`src/rtl/spiker_stream_adapter.sv`:
```
// Streams a snapshotted spike frame to a spiking core in CHUNK-bit beats, collects result frames
// over a programmable number of timesteps and OR-accumulates them into a CSR-visible result.
module spiker_stream_adapter #(
    parameter  int WIDTH      = 32,
    parameter  int N_SPIKES   = 784,
    parameter  int CHUNK      = 16,
    parameter  int STEP_W     = 8,
    localparam int N_REG      = (N_SPIKES + WIDTH - 1) / WIDTH,
    localparam int DATA_WIDTH = N_REG * WIDTH
) (
    input  logic                  clk_i,
    input  logic                  rst_ni,
    input  logic                  test_mode_i,
    input  logic [DATA_WIDTH-1:0] spikes_i,
    input  logic [STEP_W-1:0]     n_steps_i,
    input  logic                  start_i,
    input  logic                  clear_i,
    output logic                  in_valid_o,
    input  logic                  in_ready_i,
    output logic [CHUNK-1:0]      in_data_o,
    output logic                  in_last_o,
    input  logic                  out_valid_i,
    output logic                  out_ready_o,
    input  logic [CHUNK-1:0]      out_data_i,
    input  logic                  out_last_i,
    output logic [DATA_WIDTH-1:0] result_o,
    output logic                  busy_o,
    output logic                  done_o,
    output logic                  err_o
);

    localparam int N_BEATS = (N_SPIKES + CHUNK - 1) / CHUNK;
    localparam int FRAME_W = N_BEATS * CHUNK;
    localparam int BEAT_W  = (N_BEATS > 1) ? $clog2(N_BEATS) : 1;
    localparam logic [BEAT_W-1:0] LAST_BEAT = BEAT_W'(N_BEATS - 1);

    typedef enum logic [1:0] {
        S_IDLE,
        S_SEND,
        S_RECV,
        S_DONE
    } state_e;

    state_e               state_q, state_d;
    logic [FRAME_W-1:0]   frame_q, frame_d;
    logic [FRAME_W-1:0]   result_q, result_d;
    logic [BEAT_W-1:0]    beat_q, beat_d;
    logic [STEP_W-1:0]    step_q, step_d;
    logic [STEP_W-1:0]    nsteps_q, nsteps_d;
    logic                 done_q, done_d;
    logic                 err_q, err_d;
    logic [STEP_W-1:0]    step_inc;
    logic                 last_beat;
    logic                 unused_inputs;

    assign step_inc  = step_q + 1'b1;
    assign last_beat = (beat_q == LAST_BEAT);

    always_comb begin
        state_d  = state_q;
        frame_d  = frame_q;
        result_d = result_q;
        beat_d   = beat_q;
        step_d   = step_q;
        nsteps_d = nsteps_q;
        done_d   = done_q;
        err_d    = err_q;

        unique case (state_q)
            S_IDLE, S_DONE: begin
                if (start_i) begin
                    frame_d  = FRAME_W'(spikes_i[N_SPIKES-1:0]);
                    nsteps_d = (n_steps_i == '0) ? STEP_W'(1) : n_steps_i;
                    result_d = '0;
                    done_d   = 1'b0;
                    err_d    = 1'b0;
                    beat_d   = '0;
                    step_d   = '0;
                    state_d  = S_SEND;
                end
            end
            S_SEND: begin
                if (in_ready_i) begin
                    if (last_beat) begin
                        beat_d  = '0;
                        state_d = S_RECV;
                    end else begin
                        beat_d = beat_q + 1'b1;
                    end
                end
            end
            S_RECV: begin
                if (out_valid_i) begin
                    result_d = result_q | (FRAME_W'(out_data_i) << (beat_q * CHUNK));
                    // Framing errors are flagged but the beat still counts, so the run stays aligned.
                    if (out_last_i != last_beat) begin
                        err_d = 1'b1;
                    end
                    if (last_beat) begin
                        beat_d = '0;
                        step_d = step_inc;
                        if (step_inc == nsteps_q) begin
                            state_d = S_DONE;
                            done_d  = 1'b1;
                        end else begin
                            state_d = S_SEND;
                        end
                    end else begin
                        beat_d = beat_q + 1'b1;
                    end
                end
            end
            default: state_d = S_IDLE;
        endcase

        if (clear_i) begin
            state_d  = S_IDLE;
            result_d = '0;
            beat_d   = '0;
            step_d   = '0;
            done_d   = 1'b0;
            err_d    = 1'b0;
        end
    end

    always_ff @(posedge clk_i or negedge rst_ni) begin
        if (!rst_ni) begin
            state_q  <= S_IDLE;
            result_q <= '0;
            beat_q   <= '0;
            step_q   <= '0;
            done_q   <= 1'b0;
            err_q    <= 1'b0;
        end else begin
            state_q  <= state_d;
            result_q <= result_d;
            beat_q   <= beat_d;
            step_q   <= step_d;
            done_q   <= done_d;
            err_q    <= err_d;
        end
    end

    // Snapshot and step limit are only read while busy, so they need no reset.
    always_ff @(posedge clk_i) begin
        frame_q  <= frame_d;
        nsteps_q <= nsteps_d;
    end

    assign in_valid_o  = (state_q == S_SEND);
    assign out_ready_o = (state_q == S_RECV);
    assign in_data_o   = in_valid_o ? frame_q[beat_q * CHUNK +: CHUNK] : '0;
    assign in_last_o   = in_valid_o && last_beat;
    assign busy_o      = in_valid_o || out_ready_o;
    assign done_o      = done_q;
    assign err_o       = err_q;
    assign result_o    = DATA_WIDTH'(result_q[N_SPIKES-1:0]);

    assign unused_inputs = ^{test_mode_i, spikes_i};

endmodule

```
`config.mk`:
```
export PLATFORM = sky130hd
export DESIGN_NAME = spiker_stream_adapter
export DESIGN_NICKNAME = d
export VERILOG_FILES = /design/src/rtl/spiker_stream_adapter.sv
export SDC_FILE = /design/constraint.sdc
export NUM_CORES = 2
export LEC_CHECK = 0
export CAP_MARGIN = 20
export CORE_AREA = 2 2 638 640
export CTS_BUF_LIST = sky130_fd_sc_hd__clkbuf_16
export CTS_CLUSTER_SIZE = 10
export DETAILED_ROUTE_END_ITERATION = 16
export DIE_AREA = 0 0 640 642
export PLACE_DENSITY_LB_ADDON = 0.1
export RECOVER_POWER = 50
export SLEW_MARGIN = 10
export SYNTH_ARGS = -nofsm -noshare
export SYNTH_HDL_FRONTEND = slang
export SYNTH_SLANG_ARGS = --single-unit
```
`constraint.sdc`:
```
create_clock -name clk_i -period 15.55 [get_ports clk_i]
set_input_delay 3.8875 -clock clk_i [delete_from_list [all_inputs] [get_ports clk_i]]
set_output_delay 3.8875 -clock clk_i [all_outputs]
set_load 0.01 [all_outputs]
```
# Yosys cells after proc, flatten, opt, wreduce, memory -nomap -nowiden
# Index checks and enable logic that the tools add are counted.
# Widths: inputs -> output; s select.
totals:
  regBits: 1594
  output_inout_bits: 822
  word_cells: 73
op_classes:
  n_addsub: 2
  eq_ne: 13
  shifts: 2
  mux: 34
  bitwise: 1
  n_reduce_logical: 13
ops:
  columns: ["op", "count"]
  rows:
  - ["$mux 784", 3]
  - ["$pmux 784 s2", 1]
  - ["$or 784x784->784", 1]
  - ["$shiftx 784x11->16", 1]
  - ["$shl 16x10->784", 1]
  - ["$mux 8", 4]
  - ["$mux 6", 5]
  - ["$pmux 6 s3", 1]
  - ["$mux 16", 1]
  - ["$pmux 8 s2", 1]
  - ["$ne 3x2->1 const B", 5]
  - ["$mux 2", 7]
  - ["$reduce_and 5->1", 2]
  - ["$add 8x1->8 const B", 1]
  - ["$eq 8x8->1", 1]
  - ["$logic_not 8->1", 1]
  - ["$mux 1", 8]
  - ["$reduce_and 4->1", 2]
  - ["$add 6x1->6 const B", 1]
  - ["$eq 6x6->1 const B", 1]
  - ["$ne 3x3->1 const B", 2]
  - ["$pmux 2 s3", 1]
  - ["$reduce_and 3->1", 2]
  - ["$eq 2x2->1 const B", 2]
  - ["9 further kinds", 10]

# Depth between registers and ports, before layout
depth:
  depth_word: 7
  mapped_depth: 11
  ltp_nobuf: 8

# Least setup slack after synthesis
# Ideal clock, no wire load.
synth_timing:
  kind: "input port to flip-flop"
  from: "input port start_i"
  to: "register frame_q[0], enable pin"
  setup_time_ns: 1.137
  arrival_time_ns: 19.257
  required_ns: 14.413
  setup_slack_ns: -4.844
  cell_stages: 2
  path_buffers: 0
  cell_sequence: "nand2_1 > inv_1"
synth_between:
  elab_chain_cells: 1
synth_rtl:
  columns: ["element", "line", "rtl"]
  rows:
  - ["start, declared", "16", "input logic start_i,"]
  - ["$reduce_and 2->1 (no line)", null, null]
  - ["end signal, assigned", "146", "frame_q <= frame_d;"]
  - ["end, declared", "45", "logic [FRAME_W-1:0] frame_q, frame_d;"]
# No other way between the ends.
# A chain may end at the register's enable or synchronous reset.

# Worst setup path in the final report
layout_timing:
  from: "input port clear_i"
  to: "register result_q[20]"
layout_between:
  elab_chain_cells: 2
  elab_cells_between_ends: 5
layout_rtl:
  columns: ["element", "line", "rtl"]
  rows:
  - ["start, declared", "17", "input logic clear_i,"]
  - ["$ne 3x3->1 (no line) / $reduce_bool 3->1 (equally long branches)", null, null]
  - ["$reduce_and 3->1 (no line)", null, null]
  - ["end signal, assigned", "136", "result_q <= result_d;"]
  - ["end, declared", "46", "logic [FRAME_W-1:0] result_q, result_d;"]
# Several ways; a longest one is shown, not always the timed one.

==> run metrics <==
pre-CTS WS=roughly 6.7 ns; area of the mapped netlist=0.05970 mm^2; final hold vios=0; CTS tree=done; input/output buffers=around 1600; clk buf depth=4; CP Launch Type=primary input; EDFF count, synth=between 700 and 800; final setup TNS=0 ns; CP endpoint kind=flop; RePlAce Congestion=around 0.76; H-tree depth=4; power consumption=0.01261 W; width of the die=640 um; Final Max Slew Viols=1146; outcome=complete, but fails checks; postcts setup bufs=0; Worst Path Required=16.28 ns; vias in the first global route=43930; GRT busiest layer=met2; mean post-synth cell area=about 14 um^2; Clk pin slew, worst setup/hold paths=around 0.06 ns; cts hold-fix bufs=0; flops & latches, synth=1594; die area=0.4109 mm^2; area growth from synthesis to layout=48.52%; worst-skew pair later-pin latency=about 0.90 ns; share of synthesized registers carrying an async set or reset=between 50% and 60%; Final Cycle Share=76.31%; clk sinks=1594; worst setup margin=3.685 ns; Critical Path AT=12.60 ns; min-delay worst type=flop to flop; Core Rows=234; largest net degree at the start of global routing=204; YS warnings=0; Max Cap Viol=18; most common cell after layout, fill and taps aside=dlygate4sd3_1; VDD IR-drop max=0.1045 mV; die extent in y=642 um; crit path time final=11.87 ns; HPWL after DPL=245.3 mm; leakage=33.52 nW; GRT met2 Usage=28.67%; Power per Cell Area=142.2 mW/mm^2; sequential area share after synthesis=73.45%; I/O pins=about 1700; FMAX=84.28 MHz; First-pass DRT Iterations=5; R2R depth=5; clock buffer count from CTS=209; # nets final=6680; Routed WL=334.7 mm; placed insts=11060; slew margin rel.=-488.3%; Core ar.=0.4043 mm^2; GR Overflow Total=0; ANT nets after route=0; hold depth=2; first-pass GRT wire length=435.7 mm; Min Hold Slack=0.4845 ns; DR vias/cell=about 3.8; Clock Skew=~0.045 ns; Gate Count Post-Synth=roughly 4300; met1 Usage GRT=about 17%; Worst Tran Pin Value=~8.8 ns; WL per Instance=28.98 um; RSZ-0062 raised after global routing=false; detailed-route via count=approximately 43000; layout cells sized above 1=9.399%; initial antenna violation count=421; non-filler cells, final=11550; initial core utilization=14.77%; GR Layer Usage met3=between 5 and 6%; Synth Flop Type=dfrtp_1; # DRC=0; most frequent cells in the layout=dlygate4sd3_1 (1100), nor2_1 (812), dfrtp_1 (797); Setup-failing EPs final=0; post-synthesis cell type count=59; CTS Root Cell=clkbuf_16; CP Class=primary input to flop; PostCTS Resize Cnt=0; failing checks=max-capacitance violations, max-slew violations; 1st-iter DRT viols=between 2000 and 3000; Max FO, Critical Path=108; global-route total usage across every layer=15.77%
==> final cells by class <==
class	count	area, um^2
clock buffers	211	5280
repair buffers	1723	16930
fillers	43260	315700
multi-input cells	2304	14410
diodes	130	325.3
clock inverters	147	1015
well taps	5428	6792
inverters	11	42.54
flip-flops and latches	1594	43870
==> layer usage <==
metal / routed length, um / up-vias
met1: 121200 / 21530
met2: 172600 / 1948
li1: - / 18830
met4: 12660 / 180
met3: 27050 / 876
met5: 1154 / -
==> metrics by stage <==
step	cell area [um^2]	utilization [%]
final	88670	21.93
after global routing	88480	21.88
after CTS	88510	21.89
after detailed placement	82210	20.33
after global placement	82180	20.32
after floorplan	59760	-
==> power breakdown <==
part | switching [W] | internal [W] | total, W
Sequential | 0.000187 | 0.00523 | 0.00542
Clock | 0.00202 | 0.00259 | 0.00461
Combinational | 0.00178 | 0.000800 | 0.00258
Total | 0.00399 | 0.00862 | 0.0126
==> registers in the layout (all words and copies together) (netlist names) <==
name,count
beat_q,6
done_o,1
err_o,1
frame_q,784
nsteps_q,8
result_q,784
state_q,2
step_q,8
==> synth_stat cells (7+ instances only) <==
cell type	count	area, um^2
mux2i_1	80	800.8
inv_1	7	26.28
buf_1	11	41.29
or3_1	8	50.05
buf_2	85	425.4
nand2b_1	9	56.30
dfrtp_1	802	20070
a2111oi_0	15	131.4
a21oi_1	748	3744
a31oi_1	69	431.7
and3_1	54	337.8
a22oi_1	23	172.7
nor2b_1	11	68.82
o31ai_1	8	60.06
mux2_2	18	202.7
edfxtp_1	792	23780
o221ai_1	13	113.9
nor3_1	22	110.1
o21ai_0	32	160.2
and2_1	25	156.4
clkbuf_1	237	889.6
nand3_1	16	80.08
xnor2_1	9	78.83
mux4_2	151	3401
nand2_1	49	183.9
o22ai_1	45	281.5
nor2_1	827	3104
buf_4	29	217.7
==> worst max-delay path, stage by stage <==
cell	delay [ns]
dlygate4sd3_1	0.72
o21bai_2	0.18
clkbuf_1	2.34
clkbuf_1	3.90
buf_4	1.07
nor2_1	0.12
==> logic make-up after synthesis <==
family | share of synthesized area (%)
adder cells (fa/ha/maj) | 0.1048
XOR/XNOR | 0.1761
flip-flops | 73.45
buffers and inverters | 2.743
AND/OR/NAND/NOR | 7.189
other | 0.006281
multiplexers | 7.377
AO/OA/AOI/OAI | 8.949
==> path summary, 6_finish.rpt <==
kind	from	to	slack, ns
worst max-delay path	clear_i	result_q[20]	3.68
worst min-delay path	result_q[478]	result_q[478]	0.48
worst max register to register	state_q[0]	frame_q[179]	6.43
worst min register to register	result_q[478]	result_q[478]	0.48
max in group asynchronous	rst_ni	beat_q[1]	4.35
min in group asynchronous	rst_ni	result_q[197]	5.04
Power figures use the tool's default switching activity.
